===== config.mk =====
export PLATFORM = sky130hd
export DESIGN_NAME = stage_latch_q_flat
export DESIGN_NICKNAME = d
export VERILOG_FILES = /design/src/rtl/stage_latch_q_pkg.sv /design/src/rtl/stage_latch_q_if.sv /design/src/rtl/stage_latch_q_ptr_ctr.sv /design/src/rtl/stage_latch_q.sv /design/src/flat_wrapper.sv
export SDC_FILE = /design/constraint.sdc
export NUM_CORES = 1
export LEC_CHECK = 0
export CAP_MARGIN = 20
export CELL_PAD_IN_SITES_DETAIL_PLACEMENT = 1
export CELL_PAD_IN_SITES_GLOBAL_PLACEMENT = 2
export CORE_ASPECT_RATIO = 1.2
export CORE_MARGIN = 8
export CORE_UTILIZATION = 31
export DETAILED_ROUTE_END_ITERATION = 8
export GPL_ROUTABILITY_DRIVEN = 1
export HOLD_SLACK_MARGIN = 0.03
export PLACE_DENSITY = 0.72
export SETUP_SLACK_MARGIN = 0.4
export SYNTH_ARGS = -nofsm -noshare
export SYNTH_HDL_FRONTEND = slang
export SYNTH_SLANG_ARGS = --single-unit

===== constraint.sdc =====
create_clock -name clk -period 24.8 [get_ports clk]
set_input_delay 4.96 -clock clk [delete_from_list [all_inputs] [get_ports clk]]
set_output_delay 4.96 -clock clk [all_outputs]
set_load 0.01 [all_outputs]

===== src/rtl/stage_latch_q_pkg.sv =====
// Shared latch widths per pipeline stage boundary and the default latch depth.
package stage_latch_q_pkg;

   localparam int unsigned IF_ID_W       = 96;
   localparam int unsigned ID_EX_W       = 256;
   localparam int unsigned EX_WB_W       = 400;
   localparam int unsigned DEFAULT_DEPTH = 2;

   function automatic int unsigned cnt_width(input int unsigned depth);
      return $clog2(depth) + 1;
   endfunction

endpackage


===== src/rtl/stage_latch_q_if.sv =====
// Valid/ready handshake bundle between two pipeline stages, plus flush and occupancy.
interface stage_latch_q_if #(
   parameter int unsigned WIDTH = 400,
   parameter int unsigned CNT_W = 2
);
   logic             valid_in;
   logic [WIDTH-1:0] din;
   logic             ready_out;
   logic             valid_out;
   logic [WIDTH-1:0] dout;
   logic             ready_in;
   logic             flush;
   logic [CNT_W-1:0] count;

   modport master (
      output valid_in, din, ready_in, flush,
      input  ready_out, valid_out, dout, count
   );

   modport slave (
      input  valid_in, din, ready_in, flush,
      output ready_out, valid_out, dout, count
   );
endinterface


===== src/rtl/stage_latch_q_ptr_ctr.sv =====
// Mod-DEPTH pointer with increment and synchronous clear; wraps naturally for power-of-two DEPTH.
module stage_latch_q_ptr_ctr #(
   parameter int unsigned DEPTH = 2
) (
   input  logic                     clk,
   input  logic                     rst,
   input  logic                     i_inc,
   input  logic                     i_clr,
   output logic [$clog2(DEPTH)-1:0] o_ptr
);
   localparam int unsigned IDX_W = $clog2(DEPTH);

   logic [IDX_W-1:0] r_ptr;

   always_ff @(posedge clk) begin
      if (rst || i_clr)
         r_ptr <= '0;
      else if (i_inc)
         r_ptr <= r_ptr + IDX_W'(1);
   end

   assign o_ptr = r_ptr;
endmodule


===== src/rtl/stage_latch_q.sv =====
// Parametrised inter-stage FIFO latch with valid/ready handshake, squash and occupancy count.
module stage_latch_q
   import stage_latch_q_pkg::*;
#(
   parameter int unsigned WIDTH = EX_WB_W,
   parameter int unsigned DEPTH = DEFAULT_DEPTH
) (
   input logic            clk,
   input logic            rst,
   stage_latch_q_if.slave bus
);
   localparam int unsigned IDX_W = $clog2(DEPTH);
   localparam int unsigned CNT_W = $clog2(DEPTH) + 1;

   logic [DEPTH-1:0][WIDTH-1:0] r_mem;
   logic [CNT_W-1:0]            r_count;
   logic [IDX_W-1:0]            w_wr_ptr;
   logic [IDX_W-1:0]            w_rd_ptr;
   logic                        w_valid;
   logic                        w_ready;
   logic                        w_push;
   logic                        w_pop;

   // Handshake depends only on held occupancy, never on ready_in.
   assign w_valid = (r_count != CNT_W'(0));
   assign w_ready = (r_count != CNT_W'(DEPTH));
   assign w_push  = bus.valid_in && w_ready;
   assign w_pop   = w_valid && bus.ready_in;

   stage_latch_q_ptr_ctr #(.DEPTH(DEPTH)) u_wr_ptr (
      .clk   (clk),
      .rst   (rst),
      .i_inc (w_push),
      .i_clr (bus.flush),
      .o_ptr (w_wr_ptr)
   );

   stage_latch_q_ptr_ctr #(.DEPTH(DEPTH)) u_rd_ptr (
      .clk   (clk),
      .rst   (rst),
      .i_inc (w_pop),
      .i_clr (bus.flush),
      .o_ptr (w_rd_ptr)
   );

   // Storage is left untouched by flush/reset; output gating hides stale entries.
   always_ff @(posedge clk) begin
      if (w_push)
         r_mem[w_wr_ptr] <= bus.din;
   end

   always_ff @(posedge clk) begin
      if (rst || bus.flush)
         r_count <= '0;
      else
         r_count <= r_count + CNT_W'(w_push) - CNT_W'(w_pop);
   end

   assign bus.ready_out = w_ready;
   assign bus.valid_out = w_valid;
   assign bus.dout      = w_valid ? r_mem[w_rd_ptr] : '0;
   assign bus.count     = r_count;
endmodule


===== src/flat_wrapper.sv =====
// flat-port wrapper written by rule: the top's interface ports become plain ports
module stage_latch_q_flat import stage_latch_q_pkg::*;
#(
   parameter int unsigned WIDTH = EX_WB_W,
   parameter int unsigned DEPTH = DEFAULT_DEPTH
)
  (clk, rst, bus_valid_in, bus_din, bus_ready_in, bus_flush, bus_ready_out, bus_valid_out, bus_dout, bus_count);
  stage_latch_q_if #(.WIDTH(WIDTH), .CNT_W(2)) bus_i ();
  input logic clk;
  input logic rst;
  input wire logic [$bits(bus_i.valid_in)-1:0] bus_valid_in;
  input wire logic [$bits(bus_i.din)-1:0] bus_din;
  input wire logic [$bits(bus_i.ready_in)-1:0] bus_ready_in;
  input wire logic [$bits(bus_i.flush)-1:0] bus_flush;
  output wire logic [$bits(bus_i.ready_out)-1:0] bus_ready_out;
  output wire logic [$bits(bus_i.valid_out)-1:0] bus_valid_out;
  output wire logic [$bits(bus_i.dout)-1:0] bus_dout;
  output wire logic [$bits(bus_i.count)-1:0] bus_count;
  assign bus_i.valid_in = bus_valid_in;
  assign bus_i.din = bus_din;
  assign bus_i.ready_in = bus_ready_in;
  assign bus_i.flush = bus_flush;
  assign bus_ready_out = bus_i.ready_out;
  assign bus_valid_out = bus_i.valid_out;
  assign bus_dout = bus_i.dout;
  assign bus_count = bus_i.count;
  stage_latch_q #(.WIDTH(WIDTH), .DEPTH(DEPTH)) u_core (.clk(clk), .rst(rst), .bus(bus_i));
endmodule

==> reports/summary.txt, run 1 <==
outcome: completed
Wirelength per Cell: 23.8 um
setup violators final: 0
Area after DPL: 39700 sq um
fmax: 105 MHz
top cells by area, synth: edfxtp_1 (78%), mux2i_1 (13%), nor2_1 (4.9%)
RSZ-0062 raised after global routing: no
maximum fanout along the worst path: 56
Worst-Margin Slew: 1.38 ns
First-pass DRT Iterations: 4
WP data arrival: 4.55 ns
min Tclk post-route: 9.51 ns
critical path required time: 19.84 ns
vias post-DR: 17600
CP Capture Type: primary output
Max-slew headroom: 8.01%
IO Count: 809
Worst Skew: 0.0116 ns
final wirelength: 92700 um
vias in the first global route: 19400
Yosys top cell by area: edfxtp_1
CTS resizes: 0
Die Area: 109000 sq um
Met1 Routed Length: 33600 um
mean post-synth cell area: 17.9 sq um
Crit Path Class: reg2out
met2 WL: 49500 um
final core occ: 43.1%
Die Width: 303 um
post-route ant nets: 0
fin crit share: 38.4%
Seq/Total Area, Yosys: 78.6%
initial antenna violation count: 18
Avg Vias per Cell: 4.52
hold buffers post-CTS: 0
Yosys top cell area share: 78.4%
Clock Sinks: 804
yosys warns: 0
Clk Latency, worst-skew pair: 0.62 ns
Gate Count Post-Synth: 1716
pre-CTS setup slack: 15.37 ns
CTS max path bufs: 3
pin count of the biggest net entering global routing: 208
Initial Util: 31.2%
Setup Total Neg Slack: 0 ns
gr usage total: 16.0%
final worst slack: 15.29 ns
post-route cell area: 42300 sq um
GPL Wtd Cong: 0.816
row count: 126
commonest non-fill, non-tap cell in the layout: clkdlybuf4s50_1
Pwr Total: 3.21 mW
final net count: 2947
P_leak: 13.4 nW
grt ovf: 0
DP HPWL: 64900 um
share of cells above drive strength 1: 5.23%
net count after synthesis: 2123
core area: 98200 sq um
Die Y-Extent: 360 um
Mapped Area: 30700 sq um
clk root buf: clkbuf_16
Hold Crit Class: reg2reg
Worst VDD drop: 0.0510 mV
first-pass GRT wire length: 131000 um
met3 wire len: 7570 um
Buffers on Ports: 808
#FFs+latches synth: 804
Post-route DRC: 0
Top Layer Used: met5
synth unique cells: 23
Area growth, synth to finish: 38.1%
fill count: 9780
H-tree Lvls: 3
Worst-path clk slew: 0.06 ns
postcts setup bufs: 0
max_cap viols: 0
CTS tree: yes
Hold Violations, Final: 0
Num CTS Buffers: 86
initial drt markers: 816
Slew Limit Fails: 0
power density cells: 75.8 nW/um^2
startpoint types: flip-flop
commonest cells after routing, fill and taps aside: clkdlybuf4s50_1 (808), edfxtp_1 (800), nor2_1 (403), mux2i_1 (400), clkbuf_16 (87)
## metal layers
metal	vias to the layer above	track usage, %
li1	8059	-
met1	8848	17.1
met2	571	29.6
met3	105	5.06
met4	8	5.06
met5	-	0
## cell type report
type | count | area (sq um) | area share [%]
Clock inverter | 48 | 389 | 0.919
Tap cell | 1280 | 1600 | 3.78
Clock buffer | 102 | 2230 | 5.27
Multi-Input combinational cell | 819 | 5650 | 13.3
Sequential cell | 804 | 24100 | 56.9
Antenna cell | 14 | 35.0 | 0.0827
Inverter | 4 | 15.0 | 0.0355
Timing Repair Buffer | 825 | 8310 | 19.6
## registers in the layout, summed over array words and instances, names as in the netlist
signal,count
u_core.bus.count,2
u_core.r_mem,800
u_core.u_rd_ptr.o_ptr,1
u_core.u_wr_ptr.o_ptr,1
## worst paths after layout
path | start | end | slack, ns | depth (start not counted)
worst max-delay path | u_core.u_rd_ptr.o_ptr$_SDFFE_PP0P_ | bus_dout[286] | 15.29 | 5
worst min register to register | u_core.u_wr_ptr.o_ptr$_SDFFE_PP0N_ | u_core.u_wr_ptr.o_ptr$_SDFFE_PP0N_ | 0.54 | 2
worst max register to register | u_core.bus.count[0]$_SDFF_PP0_ | u_core.r_mem[550]$_DFFE_PP_ | 20.23 | 5
worst min-delay path | u_core.u_wr_ptr.o_ptr$_SDFFE_PP0N_ | u_core.u_wr_ptr.o_ptr$_SDFFE_PP0N_ | 0.54 | 2
## cells by family (layout without fill, tap and decap cells)
group                    count (synthesis)  in the layout  share of synthesized area [%]
AO/OA/AOI/OAI                            2              2                         0.0327
flip-flops                             804            804                           78.6
buffers and inverters                   93            979                           3.00
other                                    0             14                              0
XOR/XNOR                                 3              3                         0.0857
adder cells (fa/ha/maj)                  2              2                         0.0816
multiplexers                           400            400                           13.1
AND/OR/NAND/NOR                        412            412                           5.12
## where the power goes
part | switching, mW | internal [mW] | leakage (nW)
sequential | 0.0187 | 1.58 | 7.53
combinational | 0.206 | 0.194 | 4.60
clock | 0.526 | 0.687 | 1.28
total | 0.750 | 2.46 | 13.4
## synthesized netlist by cell type, drive strengths merged
library cell	number
nor2	404
ha	2
nand4b	1
and3	1
nor2b	1
clkbuf	1
xor2	2
edfxtp	800
buf	88
o21ai	2
and2	2
mux2i	400
nand2b	1
inv	4
dfxtp	4
or2	1
xnor2	1
nand2	1
## worst max-delay path, cell delays in order, from the launching register on
cell             delay, ns
dfxtp_4               0.91
buf_4                 0.87
buf_4                 0.90
mux2i_1               0.21
nor2_1                0.25
clkdlybuf4s50_1       0.61
## through the flow
stage / cells / hold slack, ns
after detailed placement: 3731 / 0.526
after global placement: 3730 / 0.515
after floorplan: 1716 / 0.453
after CTS: 3881 / 0.541
after global routing: 3895 / 0.565
final: 3896 / 0.544
(Power assumes the default switching activity.)
==> inputs of run 2 (changes only) <==
- CORE_UTILIZATION: 31 -> 34
- PLACE_DENSITY: 0.72 -> 0.75
- clock period: 24.8 -> 9.2 ns (I/O delays scaled with it)
==> run 2 against run 1 <==
- sequential power rose to 2.7 times the previous value
- routed wire length shrank 0.47%
- global-route usage up 1.5 points
- highest routed layer unchanged
- clock power rose to 2.7 times the previous value
- final cell count fell by 3.1%
- critical path depth decreased by 1
==> reports/summary.txt, run 2 (synthesized netlist as in run 1, its figures left out) <==
CTS tree: yes (unchanged)
core area: 89300 sq um (was 98200 sq um)
Reg power frac: 49.9% (was 49.8%)
hold path start: u_core.u_wr_ptr.o_ptr$_SDFFE_PP0N_ (unchanged)
GPL Wtd Cong: 0.815 (was 0.816)
Placed Cells: 3608 (was 3731)
fmax: 186 MHz
combinational share of power: 12.5% (about the same)
Worst Skew: 0.0170 ns (was 0.0116 ns)
FF-to-FF End: u_core.r_mem[610]$_DFFE_PP_ (was u_core.r_mem[550]$_DFFE_PP_)
final core occ: 47.3% (was 43.1%)
initial drt markers: 938 (was 816)
post-route ant nets: 0 (unchanged)
DP HPWL: 64900 um (about the same)
Worst Hold End: u_core.u_wr_ptr.o_ptr$_SDFFE_PP0N_ (unchanged)
Num CTS Buffers: 84 (was 86)
P_leak: 13.4 nW (about the same)
max_cap viols: 0 (unchanged)
grt ovf: 0 (unchanged)
vias post-DR: 17700 (was 17600)
Setup Total Neg Slack: 0 ns (unchanged)
initial antenna violation count: 24 (was 18)
critical path required time: 7.36 ns (was 19.84 ns)
Crit Path Class: reg2out (unchanged)
pin count of the biggest net entering global routing: 196 (was 208)
H-tree Lvls: 3 (unchanged)
Clock Sinks: 804 (unchanged)
gr usage total: 17.5% (was 16.0%)
Hold Violations, Final: 0 (unchanged)
maximum fanout along the worst path: 134 (was 56)
Psw: 2.01 mW (was 0.750 mW)
first-pass GRT wire length: 131000 um (about the same)
hold buffers post-CTS: 0 (unchanged)
Biggest register: u_core.r_mem (unchanged)
outcome: completed (unchanged)
final cell count without fillers: 3775 (was 3896)
Wirelength per Cell: 24.4 um (was 23.8 um)
flop2flop setup slack: 6.26 ns (was 20.23 ns)
power density cells: 204 nW/um^2 (was 75.8 nW/um^2)
fin crit share: 58.5%
Buffers on Ports: 808 (unchanged)
setup violators final: 0 (unchanged)
vias in the first global route: 19600 (was 19400)
final net count: 2944 (was 2947)
Avg Vias per Cell: 4.70 (was 4.52)
row count: 120 (was 126)
final wirelength: 92300 um (was 92700 um)
IO Count: 809 (unchanged)
Worst-path clk slew: 0.06 ns (about the same)
commonest cells after routing, fill and taps aside: clkdlybuf4s50_1 (808), edfxtp_1 (800), nor2_1 (403), mux2i_1 (400), clkbuf_16 (85) (was clkdlybuf4s50_1 (808), edfxtp_1 (800), nor2_1 (403), mux2i_1 (400), clkbuf_16 (87))
Clock power frac: 37.5% (was 37.8%)
Sw Share: 23.3% (was 23.4%)
CP startpoint: u_core.u_rd_ptr.o_ptr$_SDFFE_PP0P_ (unchanged)
Top Layer Used: met5 (unchanged)
clk root buf: clkbuf_16 (unchanged)
Hold Crit Class: reg2reg (unchanged)
Initial Util: 34.3% (was 31.2%)
Die Area: 100000 sq um (was 109000 sq um)
met3 wire len: 6790 um (was 7570 um)
WP data arrival: 3.54 ns (was 4.55 ns)
min Tclk post-route: 5.38 ns
reg2reg start: u_core.bus.count[0]$_SDFF_PP0_ (unchanged)
Clk Latency, worst-skew pair: 0.64 ns (was 0.62 ns)
internal power: 6.62 mW (was 2.46 mW)
Post-route DRC: 0 (unchanged)
Worst VDD drop: 0.151 mV (was 0.0510 mV)
commonest non-fill, non-tap cell in the layout: clkdlybuf4s50_1 (unchanged)
Worst-Margin Slew: 1.26 ns (was 1.38 ns)
share of cells above drive strength 1: 5.30% (was 5.23%)
Area growth, synth to finish: 37.7% (was 38.1%)
met2 WL: 49100 um (was 49500 um)
Slew Limit Fails: 0 (unchanged)
startpoint types: flip-flop (unchanged)
Max-slew headroom: 16.2% (was 8.01%)
Die Y-Extent: 345 um (was 360 um)
Register-to-Register Path Depth: 3 (was 5)
CTS resizes: 0 (unchanged)
fill count: 8741 (was 9780)
Die Width: 290 um (was 303 um)
Met1 Routed Length: 33600 um (about the same)
First-pass DRT Iterations: 5 (was 4)
Hold Path Cell Cnt: 2 (unchanged)
max reg flops: 800 (unchanged)
CP Capture Type: primary output (unchanged)
RSZ-0062 raised after global routing: no (unchanged)
CTS max path bufs: 3 (unchanged)
postcts setup bufs: 0 (unchanged)
-- run 2: cell count changes in the layout (fill, tap and decap cells not counted), sizes merged --
cell / change
clkinvlp: -1
diode: -1
clkinv: -2
clkbuf: +4
inv: +1
buf: -1
-- run 2: per-layer routing --
metal	global-route usage [%]	vias to the layer above
li1	-	8060
met3	5.85	148
met2	32.4	605
met1	18.4	8906
met5	0	-
met4	6.59	16
-- run 2: worst max path at each step --
| stage | cells after the start | end | slack, ns |
|---|---|---|---|
| after floorplan | 2 | u_core.r_mem[0]$_DFFE_PP_ | 0.77 |
| after global placement | 5 | u_core.r_mem[219]$_DFFE_PP_ | 4.25 |
| after detailed placement | 5 | u_core.r_mem[184]$_DFFE_PP_ | 4.21 |
| after CTS | 4 | bus_dout[48] | 3.66 |
| after global routing | 4 | bus_dout[48] | 3.60 |
| final | 4 | bus_dout[254] | 3.82 |
-- run 2: layout make-up --
cell class	count	area [sq um]	area share [%]
Sequential cell	804	24100	57.1
Clock inverter	46	395	0.937
Inverter	4	15.0	0.0356
Tap cell	1159	1450	3.44
Antenna cell	13	32.5	0.0771
Clock buffer	106	2220	5.25
Timing Repair Buffer	824	8350	19.8
Multi-Input combinational cell	819	5650	13.4
-- run 2: worst max-delay path, stage by stage, from the launching register on --
cell	delay [ns]
dfxtp_4	0.89
buf_12	0.76
mux2i_1	0.18
nor2_1	0.24
clkdlybuf4s50_1	0.61
-- run 2: stage by stage --
stage          instance area [sq um]  setup slack (ns)  power, mW  hold slack [ns]
2_1_floorplan                  30700             0.767       4.84            0.485
3_3_place_gp                   39500              4.25       5.45            0.554
3_5_place_dp                   39500              4.21       5.48            0.548
4_1_cts                        42100              3.66       8.75            0.559
5_1_grt                        42200              3.60       8.93            0.583
6_report                       42200              3.82       8.63            0.555
-- run 2: power groups by stage --
stage          logic [mW]  clock network [mW]  registers (mW)
6_report             1.08                3.24            4.31
5_1_grt              1.15                3.46            4.32
4_1_cts              1.10                3.34            4.31
3_5_place_dp         1.09                   0            4.38
3_3_place_gp         1.08                   0            4.37
2_1_floorplan       0.436                   0            4.40
